[src/rtl/lives_manager_pkg.sv]
// Shared game-state definitions: life-count width, default tunables, FSM encoding.
// Pure declarations, no logic or latency.
// No flow control; constants only.
package lives_manager_pkg;

  localparam int LIVES_W           = 2;
  localparam int CNT_W             = 8;
  localparam int DEF_MAX_LIVES     = 3;
  localparam int DEF_INVULN_FRAMES = 60;

  // Encoding is fixed so other game blocks can decode it; 2'd3 is unreachable
  // and treated as a corrupted state that recovers to PLAY.
  typedef enum logic [1:0] {
    ST_PLAY   = 2'd0,
    ST_INVULN = 2'd1,
    ST_OVER   = 2'd2,
    ST_BAD    = 2'd3
  } state_t;

endpackage

[src/rtl/lives_manager_if.sv]
// Game-event inputs and HUD/status outputs of the life manager, grouped as one bundle.
// Wires only, no latency.
// No backpressure: events are single-cycle pulses or levels.
interface lives_manager_if;
  import lives_manager_pkg::*;

  logic               frame_tick;
  logic               hit;
  logic               new_game;
  logic [LIVES_W-1:0] lives;
  logic               invulnerable;
  logic               blink;
  logic               respawn;
  logic               game_over;

  modport master (
    output frame_tick, hit, new_game,
    input  lives, invulnerable, blink, respawn, game_over
  );

  modport slave (
    input  frame_tick, hit, new_game,
    output lives, invulnerable, blink, respawn, game_over
  );

endinterface

[src/rtl/lives_manager_frame_countdown.sv]
// Generic down-counter with clear, load and tick enable; saturates at zero.
// Count updates one cycle after the control input; last is a decode of the register.
// No backpressure; clear beats load beats tick.
module frame_countdown #(
  parameter int W = 8
) (
  input  logic         clk,
  input  logic         rst_n,
  input  logic         clr,
  input  logic         load,
  input  logic [W-1:0] load_val,
  input  logic         tick,
  output logic [W-1:0] count,
  output logic         last
);

  always_ff @(posedge clk or negedge rst_n) begin
    if (!rst_n) begin
      count <= '0;
    end else if (clr) begin
      count <= '0;
    end else if (load) begin
      count <= load_val;
    end else if (tick && (count != '0)) begin
      count <= count - W'(1);
    end
  end

  assign last = (count == W'(1));

endmodule

[src/rtl/lives_manager.sv]
// Owns the player's life count, post-hit invulnerability window, respawn pulse and game-over flag.
// All outputs change one cycle after the triggering input.
// No backpressure: hit is level-sampled, frame_tick/new_game are accepted every cycle.
module lives_manager
  import lives_manager_pkg::*;
#(
  parameter int MAX_LIVES     = DEF_MAX_LIVES,
  parameter int INVULN_FRAMES = DEF_INVULN_FRAMES,
  parameter int BLINK_BIT     = 3
) (
  input  logic            clk,
  input  logic            rst_n,
  lives_manager_if.slave  gi
);

  localparam logic [LIVES_W-1:0] LIVES_INIT = LIVES_W'(MAX_LIVES);
  localparam logic [CNT_W-1:0]   WIN_INIT   = CNT_W'(INVULN_FRAMES);
  localparam logic [CNT_W-1:0]   BLINK_MASK = CNT_W'(1) << BLINK_BIT;

  state_t             state_q, state_d;
  logic [LIVES_W-1:0] lives_q, lives_d;
  logic               respawn_q, respawn_d;
  logic               invuln_q;
  logic               over_q;

  logic               cnt_clr;
  logic               cnt_load;
  logic               cnt_tick;
  logic [CNT_W-1:0]   cnt;
  logic               cnt_last;

  frame_countdown #(
    .W (CNT_W)
  ) u_countdown (
    .clk      (clk),
    .rst_n    (rst_n),
    .clr      (cnt_clr),
    .load     (cnt_load),
    .load_val (WIN_INIT),
    .tick     (cnt_tick),
    .count    (cnt),
    .last     (cnt_last)
  );

  always_comb begin
    state_d   = state_q;
    lives_d   = lives_q;
    respawn_d = 1'b0;
    cnt_clr   = 1'b0;
    cnt_load  = 1'b0;
    cnt_tick  = 1'b0;

    if (gi.new_game) begin
      state_d = ST_PLAY;
      lives_d = LIVES_INIT;
      cnt_clr = 1'b1;
    end else begin
      case (state_q)
        ST_PLAY: begin
          // lives_q==0 cannot coexist with PLAY, so only >1 and ==1 matter.
          if (gi.hit && (lives_q > LIVES_W'(1))) begin
            lives_d   = lives_q - LIVES_W'(1);
            cnt_load  = 1'b1;
            state_d   = ST_INVULN;
            respawn_d = 1'b1;
          end else if (gi.hit && (lives_q == LIVES_W'(1))) begin
            lives_d   = '0;
            state_d   = ST_OVER;
            respawn_d = 1'b1;
          end
        end
        ST_INVULN: begin
          if (gi.frame_tick) begin
            cnt_tick = 1'b1;
            if (cnt_last) begin
              state_d = ST_PLAY;
            end
          end
        end
        ST_OVER: begin
          lives_d = '0;
        end
        default: begin
          state_d = ST_PLAY;
          lives_d = LIVES_INIT;
          cnt_clr = 1'b1;
        end
      endcase
    end
  end

  // Status flags are flopped from next-state so they switch on the same edge as state_q.
  always_ff @(posedge clk or negedge rst_n) begin
    if (!rst_n) begin
      state_q   <= ST_PLAY;
      lives_q   <= LIVES_INIT;
      respawn_q <= 1'b0;
      invuln_q  <= 1'b0;
      over_q    <= 1'b0;
    end else begin
      state_q   <= state_d;
      lives_q   <= lives_d;
      respawn_q <= respawn_d;
      invuln_q  <= (state_d == ST_INVULN);
      over_q    <= (state_d == ST_OVER);
    end
  end

  assign gi.lives        = lives_q;
  assign gi.invulnerable = invuln_q;
  assign gi.blink        = invuln_q & (|(cnt & BLINK_MASK));
  assign gi.respawn      = respawn_q;
  assign gi.game_over    = over_q;

endmodule

[src/flat_wrapper.sv]
// flat-port wrapper written by rule: the top's interface ports become plain ports
module lives_manager_flat import lives_manager_pkg::*;
#(
  parameter int MAX_LIVES     = DEF_MAX_LIVES,
  parameter int INVULN_FRAMES = DEF_INVULN_FRAMES,
  parameter int BLINK_BIT     = 3
)
  (clk, rst_n, gi_frame_tick, gi_hit, gi_new_game, gi_lives, gi_invulnerable, gi_blink, gi_respawn, gi_game_over);
  lives_manager_if gi_i ();
  input  logic clk;
  input  logic rst_n;
  input wire logic [$bits(gi_i.frame_tick)-1:0] gi_frame_tick;
  input wire logic [$bits(gi_i.hit)-1:0] gi_hit;
  input wire logic [$bits(gi_i.new_game)-1:0] gi_new_game;
  output wire logic [$bits(gi_i.lives)-1:0] gi_lives;
  output wire logic [$bits(gi_i.invulnerable)-1:0] gi_invulnerable;
  output wire logic [$bits(gi_i.blink)-1:0] gi_blink;
  output wire logic [$bits(gi_i.respawn)-1:0] gi_respawn;
  output wire logic [$bits(gi_i.game_over)-1:0] gi_game_over;
  assign gi_i.frame_tick = gi_frame_tick;
  assign gi_i.hit = gi_hit;
  assign gi_i.new_game = gi_new_game;
  assign gi_lives = gi_i.lives;
  assign gi_invulnerable = gi_i.invulnerable;
  assign gi_blink = gi_i.blink;
  assign gi_respawn = gi_i.respawn;
  assign gi_game_over = gi_i.game_over;
  lives_manager #(.MAX_LIVES(MAX_LIVES), .INVULN_FRAMES(INVULN_FRAMES), .BLINK_BIT(BLINK_BIT)) u_core (.clk(clk), .rst_n(rst_n), .gi(gi_i));
endmodule
[config.mk]
export PLATFORM = sky130hd
export DESIGN_NAME = lives_manager_flat
export DESIGN_NICKNAME = d
export VERILOG_FILES = /design/src/rtl/lives_manager_pkg.sv /design/src/rtl/lives_manager_if.sv /design/src/rtl/lives_manager_frame_countdown.sv /design/src/rtl/lives_manager.sv /design/src/flat_wrapper.sv
export SDC_FILE = /design/constraint.sdc
export NUM_CORES = 1
export LEC_CHECK = 0
export CAP_MARGIN = 20
export CORE_MARGIN = 4
export CORE_UTILIZATION = 55
export CTS_CLUSTER_DIAMETER = 50
export DETAILED_ROUTE_END_ITERATION = 8
export GPL_TIMING_DRIVEN = 0
export PLACE_DENSITY = 0.79
export SLEW_MARGIN = 20
export SYNTH_ARGS = -nofsm -noshare
export SYNTH_HDL_FRONTEND = slang
export SYNTH_SLANG_ARGS = --single-unit
export TNS_END_PERCENT = 50
[constraint.sdc]
create_clock -name clk -period 3.4 [get_ports clk]
set_clock_uncertainty 0.2 [all_clocks]
set_input_delay 0.51 -clock clk [delete_from_list [all_inputs] [get_ports clk]]
set_output_delay 0.51 -clock clk [all_outputs]
set_load 0.02 [all_outputs]
==> out/qor.csv <==
stage;metric;value;unit
run_status;status;complete, no violations;
critical_path;path_class;register to output port;
critical_path;critPathRequiredTime;2690;ps
synthesis;syn-cell-area;915;um2
sta;fmax;0.452;GHz
placed_design;dp_hpwl;1240;um
layout;syn_to_final_growth;16.0;%
layout;drive_gt1_share;13.3;%
synthesis;synth_nets;99;
detailed_routing;vias_per_cell;5.87;
sta;layout_setup_ws;1190;ps
detailed_routing;via_count;710;
synthesis;synth_top_area_share;35.6;%
detailed_routing;drc;0;
critical_path;crit_path_start_kind;register;
job;drv_cap;0;
cts;path_clk_slew;90;ps
sta;rsz0062_at_grt;false;
placed_design;port_buffers;10;
global_route;groute.usage.overall;16.1;%
sta;hold_viol;0;
synthesis;syn_area_per_cell;10.1;um2
global_route;grt-ovfl-total;0;
sta;slew_viol_final;0;
cts;cts_tree;built;
floorplanning;core_area;1540;um2
global_route;grt_pass1_vias;685;
critical_path;crit_buf_inv;1;
floorplanning;initial_core_util;59.3;%
global_route;antenna_found_initial;0;
global_route;grt_pass1_wl;3120;um
critical_path;crit_chain;and2_1 > clkdlybuf4s50_1;
critical_path;max_stage_delay;590;ps
detailed_routing;drtIter0Drc;19;
synthesis;synth_area_leaders;dfrtp_1, dfstp_2, ha_1;
floorplanning;die-area;2380;um2
global_route;grt_max_degree;16;
layout;fill_cells;110;
synthesis;ys_ff_latch;15;
layout;fin_nets;114;
layout;final_util;68.8;%
sta;period_share;65.1;%
cts;cts_hold_buffers;0;
cts;cts_inserted_buffers;3;
cts;cts_resized;0;
cts;ctsLongestPathBuffers;2;
detailed_routing;wirelength;1790;um
power_and_ir_drop;vdd.ir_drop.worst;340;uV
sta;slew_headroom;55.4;%
critical_path;critPathSlowestCell;clkdlybuf4s50_1;
floorplanning;chipWidth;48.8;um
worst_hold_path;hold_path_class;register to register;
layout;ff_latch_area;378;um2
synthesis;synthCells;91;
critical_path;cp.arrival;1500;ps
synthesis;yosys_warnings;0;
layout;n_antenna_cell;0;
critical_path;crit_family;buffers and inverters;
power_and_ir_drop;power_leakage;0.480;nW
synthesis;synth_top_area_cell;dfrtp_1;
cts;htreeDepth;1;
detailed_routing;drt_first_pass_iters;4;
synthesis;netlist-cell-type-count;41;
layout;multi_input_area;489;um2
cts;clkLatencyLatePin;280;ps
layout;final_cell_mix;dfrtp_1, clkdlybuf4s50_1, nor2_1;
critical_path;crit_fanout;7;
placed_design;place_ws;985;ps
sta;finalCriticalPeriod;2210;ps
cts;cts-root-buf;clkbuf_4;
sta;final-setup-viol-count;0;
layout;layout_commonest_cell;dfrtp_1;
cts;post_cts_buffers;0;
floorplanning;fp.dieH;48.8;um
sta;fin_setup_tns;0;ps
placed_design;place_congestion;0.804;
detailed_routing;antenna_left;0;
sta;tightest_slew;667;ps
floorplanning;rows;14;
power_and_ir_drop;power;0.000659;W
cts;cts_sinks;15;
detailed_routing;wl_per_cell;14.8;um
power_and_ir_drop;power_density;621;nW/um2
critical_path;cp-end-kind;output port;
synthesis;seq_area_frac_synth;41.3;%
floorplanning;io_pins;11;
==> layer usage <==
metal	wire [um]	global-route usage, %	vias up
met3	83	3.36	4
met2	785	24.1	19
met1	894	22.7	322
li1	-	-	365
met5	0	0	-
met4	23	6.28	0
==> worst min-delay path: stages (launching register included) <==
cell and delay, ps:
dfrtp_1 350, buf_6 130, o21ai_0 90
==> kinds of logic (layout without fill, tap and decap cells) <==
logic type | after synthesis | count (layout) | share of synthesized area (%)
AOI/OAI and AO/OA | 30 | 30 | 25.3
xor gates and xnor gates | 2 | 2 | 1.92
adders and majority gates | 3 | 3 | 4.10
buffers and inverters | 10 | 24 | 5.20
DFF | 15 | 15 | 41.3
muxes | 1 | 1 | 1.09
and+or+nand+nor | 30 | 30 | 21.1
==> power breakdown <==
part | switching [W] | internal, W | total (W)
Clock | 0.0000551 | 0.0000455 | 0.000101
Sequential | 0.0000568 | 0.000220 | 0.000276
Combinational | 0.000151 | 0.000132 | 0.000282
==> state kept, by name, summed over array words and instances, names as in the netlist <==
register                  flops
u_core.gi.lives               2
u_core.state_q                2
u_core.u_countdown.count      8
u_core.gi.game_over           1
u_core.gi.invulnerable        1
u_core.gi.respawn             1
==> metrics by stage <==
step | instance area (um2) | instances | hold slack, ps
6_report | 1060 | 121 | 367
2_1_floorplan | 915 | 91 | 14.4
5_1_grt | 1060 | 121 | 422
3_3_place_gp | 1030 | 117 | 351
3_5_place_dp | 1030 | 117 | 358
4_1_cts | 1060 | 121 | 369
==> cell usage after synthesis <==
cell type	count
nand2b_1	2
nand2_1	3
dfstp_2	2
nor3_2	1
nor4bb_1	1
nor3_1	5
nor2b_1	1
a41oi_1	1
a31oi_1	5
a21oi_1	5
o2111ai_1	1
dfrtp_1	13
nor4_4	1
o22ai_1	1
o22a_1	1
a211oi_1	1
a2bb2oi_1	4
xnor2_1	1
a2bb2oi_2	1
o21ai_0	2
a21boi_4	1
and2_1	1
nor3b_2	1
and3b_1	1
o21a_1	1
inv_1	7
nor4_1	1
o2bb2ai_1	1
and4bb_1	1
buf_6	1
nand3_1	1
mux2i_1	1
a21o_1	2
o21bai_1	2
xor2_1	1
nor2_1	8
buf_2	2
or3b_1	1
ha_1	3
o211a_1	1
nor2_2	1
==> final cells by class <==
class,count,area share [%]
Sequential cell,15,35.6
Timing Repair Buffer,10,9.43
Buffer,3,2.00
Multi-Input combinational cell,66,46.1
Clock buffer,4,2.48
Tap cell,16,1.89
Inverter,7,2.48
==> final timing paths <==
check                           cells past startpoint                          end  slack, ps                        start
worst max-delay path                                2                     gi_blink       1190  u_core.u_countdown.count[3]
max in group asynchronous                           1  u_core.u_countdown.count[2]       2140                        rst_n
min in group asynchronous                           1            u_core.state_q[1]        430                        rst_n
worst min register to register                      2           u_core.gi.lives[0]        370            u_core.state_q[1]
worst max register to register                      7  u_core.u_countdown.count[5]       1250           u_core.gi.lives[1]
worst min-delay path                                2           u_core.gi.lives[0]        370            u_core.state_q[1]
No activity file was read; power rests on OpenSTA's default activity.
